**config.mk**
```make
export PLATFORM = sky130hd
export DESIGN_NAME = row_display_arbiter
export DESIGN_NICKNAME = d
export VERILOG_FILES = /design/src/rtl/row_display_arbiter.sv
export SDC_FILE = /design/constraint.sdc
export NUM_CORES = 1
export LEC_CHECK = 0
export ABC_CLOCK_PERIOD_IN_PS = 1680
export BUFFER_PORTS_ARGS = -buffer_cell sky130_fd_sc_hd__buf_4
export CORE_MARGIN = 2
export CORE_UTILIZATION = 35
export DETAILED_ROUTE_END_ITERATION = 7
export PLACE_DENSITY = 0.6
export SLEW_MARGIN = 10
export SYNTH_ARGS = -nofsm -noshare
export SYNTH_HDL_FRONTEND = slang
export SYNTH_SLANG_ARGS = --single-unit
```
**constraint.sdc**
```tcl
create_clock -name clk -period 1.68 [get_ports clk]
set_input_delay 0.084 -clock clk [delete_from_list [all_inputs] [get_ports clk]]
set_output_delay 0.084 -clock clk [all_outputs]
set_load 0.02 [all_outputs]
```
**src/rtl/row_display_arbiter.sv**
```systemverilog
// 8x8 playfield row store with clear/write/scan arbitration on one port
// and a blanked, one-row-at-a-time LED matrix scanner.
module row_display_arbiter #(
  parameter int ROWS  = 8,
  parameter int WIDTH = 8,
  parameter int DWELL = 1024,
  parameter int BLANK = 16
) (
  input  logic             clk,
  input  logic             reset_n,
  input  logic             clr_req,
  input  logic             wr_strobe,
  input  logic [2:0]       wr_row,
  input  logic [WIDTH-1:0] wr_val,
  output logic             wr_ack,
  output logic             wr_overrun,
  output logic             clr_busy,
  output logic [ROWS-1:0]  row_sel,
  output logic [WIDTH-1:0] cols,
  output logic             frame_tick
);

  localparam int CMAX = (DWELL > BLANK) ? DWELL : BLANK;
  localparam int CW   = $clog2(CMAX) + 1;

  typedef enum logic {
    A_IDLE,
    A_CLEAR
  } arb_t;

  typedef enum logic [1:0] {
    S_BLANK,
    S_FETCH,
    S_SHOW
  } scan_t;

  logic [WIDTH-1:0] mem [ROWS];

  arb_t             arb_q, arb_d;
  logic [2:0]       clr_idx_q;
  logic             clr_q;
  logic             clr_rise;
  logic             sweep_start;
  logic             commit;

  logic             pend_v;
  logic [2:0]       pend_row;
  logic [WIDTH-1:0] pend_val;

  scan_t            sc_q, sc_d;
  logic [CW-1:0]    cnt_q, cnt_d;
  logic [2:0]       row_q, row_d;
  logic             fetch_ok;
  logic             last_show;

  always_comb begin
    clr_rise    = clr_req & ~clr_q;
    sweep_start = clr_rise && (arb_q == A_IDLE);
    commit      = pend_v && (arb_q == A_IDLE) && !sweep_start;
    arb_d       = arb_q;
    if (arb_q == A_IDLE) begin
      if (sweep_start) arb_d = A_CLEAR;
    end else begin
      if (clr_idx_q == 3'(ROWS-1)) arb_d = A_IDLE;
    end
  end

  // Scan read only when neither a sweep nor a commit wants the port.
  assign fetch_ok = (sc_q == S_FETCH) && (arb_q == A_IDLE)
                  && !clr_rise && !pend_v;

  assign clr_busy = (arb_q == A_CLEAR);

  always_ff @(posedge clk or negedge reset_n) begin
    if (!reset_n) begin
      for (int i = 0; i < ROWS; i++) mem[i] <= '0;
      arb_q      <= A_IDLE;
      clr_idx_q  <= '0;
      clr_q      <= 1'b0;
      pend_v     <= 1'b0;
      pend_row   <= '0;
      pend_val   <= '0;
      wr_ack     <= 1'b0;
      wr_overrun <= 1'b0;
      cols       <= '0;
    end else begin
      clr_q      <= clr_req;
      arb_q      <= arb_d;
      wr_ack     <= commit;
      wr_overrun <= wr_strobe && pend_v && !commit && !sweep_start;

      if (arb_q == A_CLEAR) begin
        mem[clr_idx_q] <= '0;
        clr_idx_q      <= (clr_idx_q == 3'(ROWS-1)) ? 3'd0 : clr_idx_q + 3'd1;
      end else if (commit) begin
        mem[pend_row] <= pend_val;
      end

      if (sweep_start) clr_idx_q <= '0;

      // A strobe on the sweep-start cycle is newer than the clear: keep it.
      if (sweep_start) begin
        pend_v <= wr_strobe;
        if (wr_strobe) begin
          pend_row <= wr_row;
          pend_val <= wr_val;
        end
      end else if (wr_strobe) begin
        pend_v   <= 1'b1;
        pend_row <= wr_row;
        pend_val <= wr_val;
      end else if (commit) begin
        pend_v <= 1'b0;
      end

      if (fetch_ok) cols <= mem[row_q];
    end
  end

  assign last_show = (sc_q == S_SHOW) && (cnt_q == CW'(DWELL-1));

  always_comb begin
    sc_d  = sc_q;
    cnt_d = cnt_q;
    row_d = row_q;
    unique case (sc_q)
      S_BLANK: begin
        if (cnt_q == CW'(BLANK-1)) begin
          sc_d  = S_FETCH;
          cnt_d = '0;
        end else begin
          cnt_d = cnt_q + CW'(1);
        end
      end
      S_FETCH: begin
        if (fetch_ok) sc_d = S_SHOW;
      end
      S_SHOW: begin
        if (last_show) begin
          sc_d  = S_BLANK;
          cnt_d = '0;
          row_d = (row_q == 3'(ROWS-1)) ? 3'd0 : row_q + 3'd1;
        end else begin
          cnt_d = cnt_q + CW'(1);
        end
      end
      default: begin
        sc_d  = S_BLANK;
        cnt_d = '0;
      end
    endcase
  end

  always_ff @(posedge clk or negedge reset_n) begin
    if (!reset_n) begin
      sc_q  <= S_BLANK;
      cnt_q <= '0;
      row_q <= '0;
    end else begin
      sc_q  <= sc_d;
      cnt_q <= cnt_d;
      row_q <= row_d;
    end
  end

  always_comb begin
    row_sel = '0;
    if (sc_q == S_SHOW) row_sel[row_q] = 1'b1;
  end

  assign frame_tick = last_show && (row_q == 3'(ROWS-1));

endmodule

```
* Word-level counts from Yosys, hierarchy flattened *
Cells that the tools add are included.

storage, ports and cells
  bits in registers = 107
  latch bits = 0
  bits in writable memories = 0
  bits in read-only memories = 0
  input bits = 15
  memories = 0

cells by class
  add/subtract/negate cells = 3
  multipliers = 0
  divide/modulo/power cells = 0
  magnitude comparators = 7
  equal/unequal tests = 9
  shift operators = 0
  muxes and demuxes = 30
  bitwise gates (word level) = 8
  reductions and logical operators = 24

operator list
  cell                                                       number
  two-way mux 64 bit                                         2
  AND 64 bit                                                 1
  bitwise mux 64 bit                                         1
  NOT 64 bit                                                 1
  demux 8 bit (select 3 bit)                                 2
  two-way mux 8 bit                                          5
  one-hot mux 11 bit (3 select lines)                        1
  binary-select mux 8 bit (select 3 bit)                     1
  two-way mux 11 bit                                         2
  logical AND 1 bit                                          14
  greater-or-equal comparator 4 bit (second input constant)  3
  two-way mux 3 bit                                          4
  NOT 3 -> 4 bit                                             3
  adder 11 x 1 -> 11 bit (second input constant)             1
  equality test 11 x 10 -> 1 bit (second input constant)     1
  equality test 11 x 4 -> 1 bit (second input constant)      1
  < comparator 4 x 1 -> 1 bit (second input constant)        2
  two-way mux 1 bit                                          7
  adder 3 x 1 -> 3 bit (second input constant)               2
  equality test 3 bit (second input constant)                2
  two-way mux 2 bit                                          3
  != test 2 bit (second input constant)                      3
  one-hot mux 2 bit (3 select lines)                         1
  logical NOT 1 bit                                          4
  other kinds (12)                                           14

* Depth between registers and ports, before layout *
Gate-level depths: netlist of run 1.

  depth in word-level cells = 8
  mapped depth = 7

* Worst setup path before layout of run 1 *
OpenSTA, ideal clock, no wires.

  path kind = register to output
  start = register row_q[0]
  end = output port row_sel[0]
  data arrival time = 1.679 ns
  data required time = 1.596 ns
  path slack = -0.083 ns
  cell stages (with the launch flop) = 6
  path buffers = 3
  cell sequence = dfrtp_1 > buf_4 > buf_4 > buf_4 > or2_2 > nor3_1

on the way
  longest elaborated chain between the ends = 5

ends and longest elaborated chain
  element                                                                                                          RTL line  text
  start: declaration                                                                                               52        logic [2:0] row_q, row_d;
  start signal: assignment                                                                                         162       row_q <= row_d;
  < comparator 3 x 4 -> 1 bit (not written as such) or greater-or-equal comparator 3 x 1 -> 1 bit (tied branches)  168       if (sc_q == S_SHOW) row_sel[row_q] = 1'b1;
  logical AND 1 bit (not written as such)                                                                          168
  two-way mux 1 bit (not written as such)                                                                          168
  demux 1 bit (select 3 bit) *                                                                                     168
  two-way mux 8 bit *                                                                                              168
  end: declaration                                                                                                 18        output logic [ROWS-1:0] row_sel,

Mark *: on every way between the ends. The rest lies on a longest branch, timed or not.

* Worst setup path in the final report of run 1 *
  start = register row_q[0]
  end = output port frame_tick

on the way
  longest elaborated chain between the ends = 2

ends and longest elaborated chain
  element              RTL line  text
  equality test 3 bit  171       assign frame_tick = last_show && (row_q == 3'(ROWS-1));
  logical AND 1 bit    171
  end: declaration     20        output logic frame_tick

Every way passes these cells.

==> impl_metrics.env, run 1 <==
export IMPL_status="finished, final reports clean"
export IMPL_min_period_over_period_pct=98.17
export IMPL_peakVddDrop_uv=628.3
export IMPL_synthAdderAreaFrac_pct=1.274
export IMPL_routed_wl_um=11730
export IMPL_grt_setup_unrepaired="yes"
export IMPL_fin_setup_tns_ns=0
export IMPL_synth_compound_area_share_pct=16.97
export IMPL_synth_cells=393
export IMPL_synth_edff_count=0
export IMPL_grt_usage_pct=16.83
export IMPL_synth_xor_area_share_pct=1.427
export IMPL_final_layout_size_suffix_gt1_share_pct=32.92
export IMPL_synth_mux_area_share_pct=11.57
export IMPL_grt_antenna_before_repair=0
export IMPL_dpl_cell_count=616
export IMPL_cpPeakStageDelay_ns=0.42
export IMPL_n_antenna_cell=0
export IMPL_fin_nets=498
export IMPL_synth_flop_cell="dfrtp_1"
export IMPL_ys_types=42
export IMPL_io_pins=35
export IMPL_worstMarginPinSlew_ns=0.5662
export IMPL_slew_violations=0
export IMPL_ctsLongestPathBuffers=2
export IMPL_cts_max_level=3
export IMPL_start_util_pct=35.66
export IMPL_async_flop_share_pct=100.0
export IMPL_cts_sinks=107
export IMPL_die_area_um2=15000
export IMPL_syn_num_nets=413
export IMPL_path_cells="buf_12 > ha_1 > ha_2 > and2_1 > buf_6"
export IMPL_cap_violations=0
export IMPL_drc_errors=0
export IMPL_grt_max_degree=40
export IMPL_setup_viol=0
export IMPL_viasPerCell=5.365
export IMPL_synth_common_cells="107 x dfrtp_1, 66 x a22o_1, 24 x nor2_1"
export IMPL_ys_ff_latch=107
export IMPL_grt_pass1_wl_um=19310
export IMPL_utilization_pct=45.84
export IMPL_core_area_um2=13770
export IMPL_arrival_ns=1.57
export IMPL_yosys_warnings=0
export IMPL_synth_most_common_cell="dfrtp_1"
export IMPL_cp_required_ns=1.60
export IMPL_multiInputGateArea_um2=2123
export IMPL_leakage_nw=2.826
export IMPL_antenna_left=0
export IMPL_r2r_cells=5
export IMPL_fillCellCount=1271
export IMPL_grt_ovfl_total=0
export IMPL_fin_area_um2=6314
export IMPL_synth_top_family_by_area="compound AO/OA/AOI/OAI gates"
export IMPL_clk_pin_slew_worst_paths_ns=0.08
export IMPL_place_area_um2=5642
export IMPL_synth_area_leaders="dfrtp_1 55%, a22o_1 12%, mux4_2 5.5%"
export IMPL_tritoncts="built"
export IMPL_period_needed_ns=1.649
export IMPL_slowest_stage="dfrtp_1"
export IMPL_grt_pass1_vias=3473
export IMPL_synthesis_area_um2=4911
export IMPL_numPortBuffers=34
export IMPL_pwr_density_cell_nw_per_um2=1477
export IMPL_synth_top_area_cell="dfrtp_1"
export IMPL_startpoint_type="flop"
export IMPL_hold_viol_final=0
export IMPL_hold_depth=2
export IMPL_gp_congestion=0.8134
export IMPL_drt_initial_drc_count=289
export IMPL_dp_hpwl_um=7908
export IMPL_clock_skew_ns=0.009962
export IMPL_seqCellArea_um2=2681
export IMPL_slew_limit_headroom_pct=62.25
export IMPL_path_class="flop to output pin"
export IMPL_cts_buffers=9
export IMPL_syn_area_per_cell_um2=12.50
export IMPL_fmax_ghz=0.6063
export IMPL_via_count=3557
export IMPL_yosys_area_top_type_share_pct=54.52
export IMPL_die_h_um=122.5
export IMPL_cts_root_buf="clkbuf_16"
export IMPL_synth_simple_area_share_pct=10.52
export IMPL_clk_latency_ns=0.35
export IMPL_worst_path_max_fanout=4
export IMPL_drt_pass1_iter_count=5
export IMPL_hold_ws_ns=0.07508
export IMPL_final_cells=663
export IMPL_die_x_um=122.5
export IMPL_wl_per_cell_um=17.70
export IMPL_rows=43
export IMPL_area_delta_synth_final_pct=28.56
export IMPL_endpoint_kind="output pin"
export IMPL_seq_area_frac_synth_pct=54.52
export IMPL_hp_class="input pin to flop"
-- critical path, delay by kind of cell (launching register included) --
| family | cells | cell delay [ns] |
|---|---|---|
| adders and majority gates | 2 | 0.36 |
| and+or+nand+nor | 1 | 0.16 |
| buffers and inverters | 2 | 0.28 |
| DFF | 1 | 0.42 |
-- power by group --
part	total (mW)	internal (mW)	switching, mW
logic	3.01	1.61	1.40
registers	4.12	3.47	0.650
clock network	2.20	1.18	1.02
-- cell type report --
cell class | instances | share of cell area [%]
clock inverters | 7 | 1.367
multi-input cells | 251 | 33.63
flip-flops and latches | 107 | 42.47
well taps | 180 | 3.567
clock buffers | 9 | 3.567
inverters | 4 | 0.2378
repair buffers | 105 | 15.16
-- metal layers --
layer / wire (um) / part of all wire, % / global-route usage (%) / up-vias
li1: - / - / - / 1628
met5: 0 / 0 / 0 / -
met2: 5500 / 47 / 25.31 / 92
met3: 553 / 4.7 / 3.067 / 15
met1: 5496 / 47 / 24.56 / 1822
met4: 183 / 1.6 / 5.675 / 0
-- placed cells by master, fill, tap and decap left out, types with 3 or more instances in the layout --
cell / n
dfrtp_1: 104
buf_4: 79
a22o_1: 66
nor2_1: 24
a21oi_1: 15
nand2_1: 14
mux2i_1: 14
dlygate4sd3_1: 13
mux4_2: 12
mux2_2: 12
and2_1: 10
buf_12: 10
clkbuf_16: 9
nand2b_1: 8
o21ai_0: 8
nor3_1: 7
xor2_1: 6
nand4_1: 5
inv_1: 4
a21oi_2: 4
nand3b_1: 3
nor3_2: 3
and3_1: 3
nor2b_1: 3
o21ai_1: 3
ha_1: 3
dfrtp_2: 3
buf_6: 3
-- flip-flops by register name, indices dropped and copies added (netlist names), 2 cells and up --
register,flops
clr_idx_q,3
cnt_q,11
cols,8
mem,64
pend_row,3
pend_val,8
row_q,3
sc_q,2
-- path summary, 6_finish.rpt --
check,endpoint,startpoint,slack [ns]
worst max-delay path,frame_tick,row_q[0],0.03
worst min-delay path,pend_v,wr_strobe,0.08
worst max register to register,cols[3],row_q[0],0.05
worst min register to register,mem[33],mem[33],0.50
max in group asynchronous,mem[19],reset_n,0.78
min in group asynchronous,clr_q,reset_n,0.27
-- metrics by stage --
stage | worst slack [ns] | power (mW)
detailed placement | 0.01625 | 6.919
CTS | 0.002580 | 9.212
floorplan | 0.0007839 | 5.744
finish | 0.03077 | 9.327
global route | -0.04658 | 9.885
global placement | 0.09067 | 6.849
-- timing repair --
action | CTS | global route
gates resized for setup | 7 | 18
gates cloned | 1 | 0
hold buffers | 13 | 0
setup endpoints to repair | 4 | 22
setup buffers | 8 | 10
pin swaps | 1 | 6
endpoints found under the hold margin | 47 | 0
-- cell families (layout without fill, tap and decap cells) --
family / Yosys count / count (layout)
adders and majority gates: 5 / 5
and+or+nand+nor: 93 / 93
xor gates and xnor gates: 8 / 8
DFF: 107 / 107
buffers and inverters: 35 / 125
AOI/OAI and AO/OA: 105 / 105
muxes: 40 / 40
Note: power is estimated with default switching activity, not from simulation.
==> inputs of run 2 (changes only) <==
- ABC_CLOCK_PERIOD_IN_PS: 1680 -> 1430
- clock period: 1.68 -> 1.43 ns (I/O delays scaled with it)
==> impl_metrics.env, run 2 (same netlist as run 1, synthesis figures left out) <==
export IMPL_final_layout_size_suffix_gt1_share_pct=43.39
export IMPL_dp_hpwl_um=8745
export IMPL_slew_limit_headroom_pct=68.33
export IMPL_violations="negative setup slack"
export IMPL_reg_top3="mem x64, cnt_q x11"
export IMPL_die_h_um=122.5
export IMPL_fin_nets=523
export IMPL_period_needed_ns=1.664
export IMPL_slowest_stage="dfrtp_1"
export IMPL_setup_viol=80
export IMPL_largest_register="mem"
export IMPL_cts_root_buf="clkbuf_16"
export IMPL_io_pins=35
export IMPL_die_x_um=122.5
export IMPL_arrival_ns=1.59
export IMPL_fillCellCount=1208
export IMPL_dpl_cell_count=635
export IMPL_grt_ovfl_total=0
export IMPL_die_area_um2=15000
export IMPL_leakage_nw=3.046
export IMPL_hp_class="input pin to flop"
export IMPL_pwr_density_cell_nw_per_um2=1668
export IMPL_min_period_over_period_pct=116.4
export IMPL_wl_per_cell_um=19.57
export IMPL_grt_antenna_before_repair=0
export IMPL_post_place_ws_ns=-0.1085
export IMPL_setup_ws_ns=-0.2343
export IMPL_cpPeakStageDelay_ns=0.37
export IMPL_area_delta_synth_final_pct=39.95
export IMPL_ctsLongestPathBuffers=2
export IMPL_r2r_cells=6
export IMPL_critPathCapture="frame_tick"
export IMPL_gp_congestion=0.8304
export IMPL_grt_pass1_wl_um=21730
export IMPL_final_cells=687
export IMPL_core_area_um2=13770
export IMPL_rows=43
export IMPL_worstMarginPinSlew_ns=0.4733
export IMPL_crit_path_start="cnt_q[7]"
export IMPL_hold_viol_final=0
export IMPL_drt_initial_drc_count=294
export IMPL_worst_r2r_startpoint="row_q[0]"
export IMPL_cp_required_ns=1.36
export IMPL_cts_sinks=107
export IMPL_start_util_pct=35.66
export IMPL_layout_commonest_cell="dfrtp_1"
export IMPL_clock_skew_ns=0.01369
export IMPL_status="finished, violations left"
export IMPL_viasPerCell=5.431
export IMPL_tritoncts="built"
export IMPL_fmax_ghz=0.6009
export IMPL_numPortBuffers=34
export IMPL_r2r_slack_ns=-0.14
export IMPL_clk_pin_slew_worst_paths_ns=0.07
export IMPL_path_common_cell="buf_6"
export IMPL_antenna_left=0
export IMPL_clk_latency_ns=0.36
export IMPL_r2r_end="cols[7]"
export IMPL_path_cells="buf_6 > and3_4 > nand3b_1 > nor3_2 > and2_1 > buf_6"
export IMPL_worst_path_max_fanout=2
export IMPL_power_mw=11.47
export IMPL_endpoint_kind="output pin"
export IMPL_path_class="flop to output pin"
export IMPL_cap_violations=0
export IMPL_peakVddDrop_uv=626.7
export IMPL_place_area_um2=5893
export IMPL_drc_errors=0
export IMPL_final_cell_mix="101 x dfrtp_1, 72 x buf_4, 66 x a22o_1"
export IMPL_grt_setup_unrepaired="yes"
export IMPL_cts_buffers=9
export IMPL_slew_violations=0
export IMPL_grt_pass1_vias=3883
export IMPL_via_count=3731
export IMPL_cts_max_level=3
export IMPL_fin_area_um2=6873
export IMPL_hold_ws_ns=0.07246
export IMPL_utilization_pct=49.90
export IMPL_fin_setup_tns_ns=-4.777
export IMPL_n_antenna_cell=0
export IMPL_drt_pass1_iter_count=4
export IMPL_routed_wl_um=13450
export IMPL_grt_usage_pct=19.12
export IMPL_grt_max_degree=55
export IMPL_largest_reg_flops=64
export IMPL_startpoint_type="flop"
## run 2: cell count changes in the layout (fill, tap and decap cells not counted), moves of 5 or more
cell,delta
nor3_1,-5
nand2b_4,+5
a21oi_4,+7
nor2_1,-7
buf_4,-7
buf_6,+26
and2_1,-7
a21oi_1,-5
and2_4,+8
## run 2: layer usage
metal	share of wire, %	wire length [um]	GRT usage (%)	vias up
met1	45	5993	25.94	1933
met4	2.1	282	6.968	0
met2	49	6600	31.01	103
met5	0	0	0	-
met3	4.2	571	3.113	19
li1	-	-	-	1676
## run 2: area by class of cell
type | count | area (um2) | area share, %
inverter | 4 | 15.01 | 0.2185
tap | 180 | 225.2 | 3.277
sequential | 107 | 2685 | 39.07
clock inverter | 5 | 62.56 | 0.9102
multi-input combinational | 251 | 2333 | 33.95
timing repair buffer | 130 | 1323 | 19.24
clock buffer | 10 | 229.0 | 3.332
## run 2: what timing repair did
item                                    4_1_cts  5_1_grt
endpoints found under the hold margin       119        0
setup buffers                                20       11
pin swaps                                    18       15
endpoints found under the setup margin       92       94
gates cloned                                  2        0
hold buffers                                 13        0
resized for setup                            59       28
## run 2: worst min-delay path by stage
stage                    from        to  slack, ns  cells past startpoint
CTS                 wr_strobe    pend_v       0.07                      2
detailed placement    reset_n  cnt_q[4]      -0.03                      1
floorplan             reset_n  clr_busy      -0.22                      0
global route        wr_strobe    pend_v       0.10                      2
finish              wr_strobe    pend_v       0.07                      2
global placement      reset_n  cnt_q[4]      -0.02                      1
## run 2: report_power, final
| part | switching (mW) | internal (mW) | total [mW] | leakage [nW] |
|---|---|---|---|---|
| sequential | 0.838 | 4.09 | 4.92 | 1.40 |
| combinational | 1.87 | 2.17 | 4.03 | 1.51 |
| clock | 1.14 | 1.37 | 2.51 | 0.141 |
## run 2: critical path, delay by kind of cell (launching register included)
kind                   cells  cell delay [ns]
and+or+nand+nor            4             0.65
DFF                        1             0.37
buffers and inverters      2             0.23
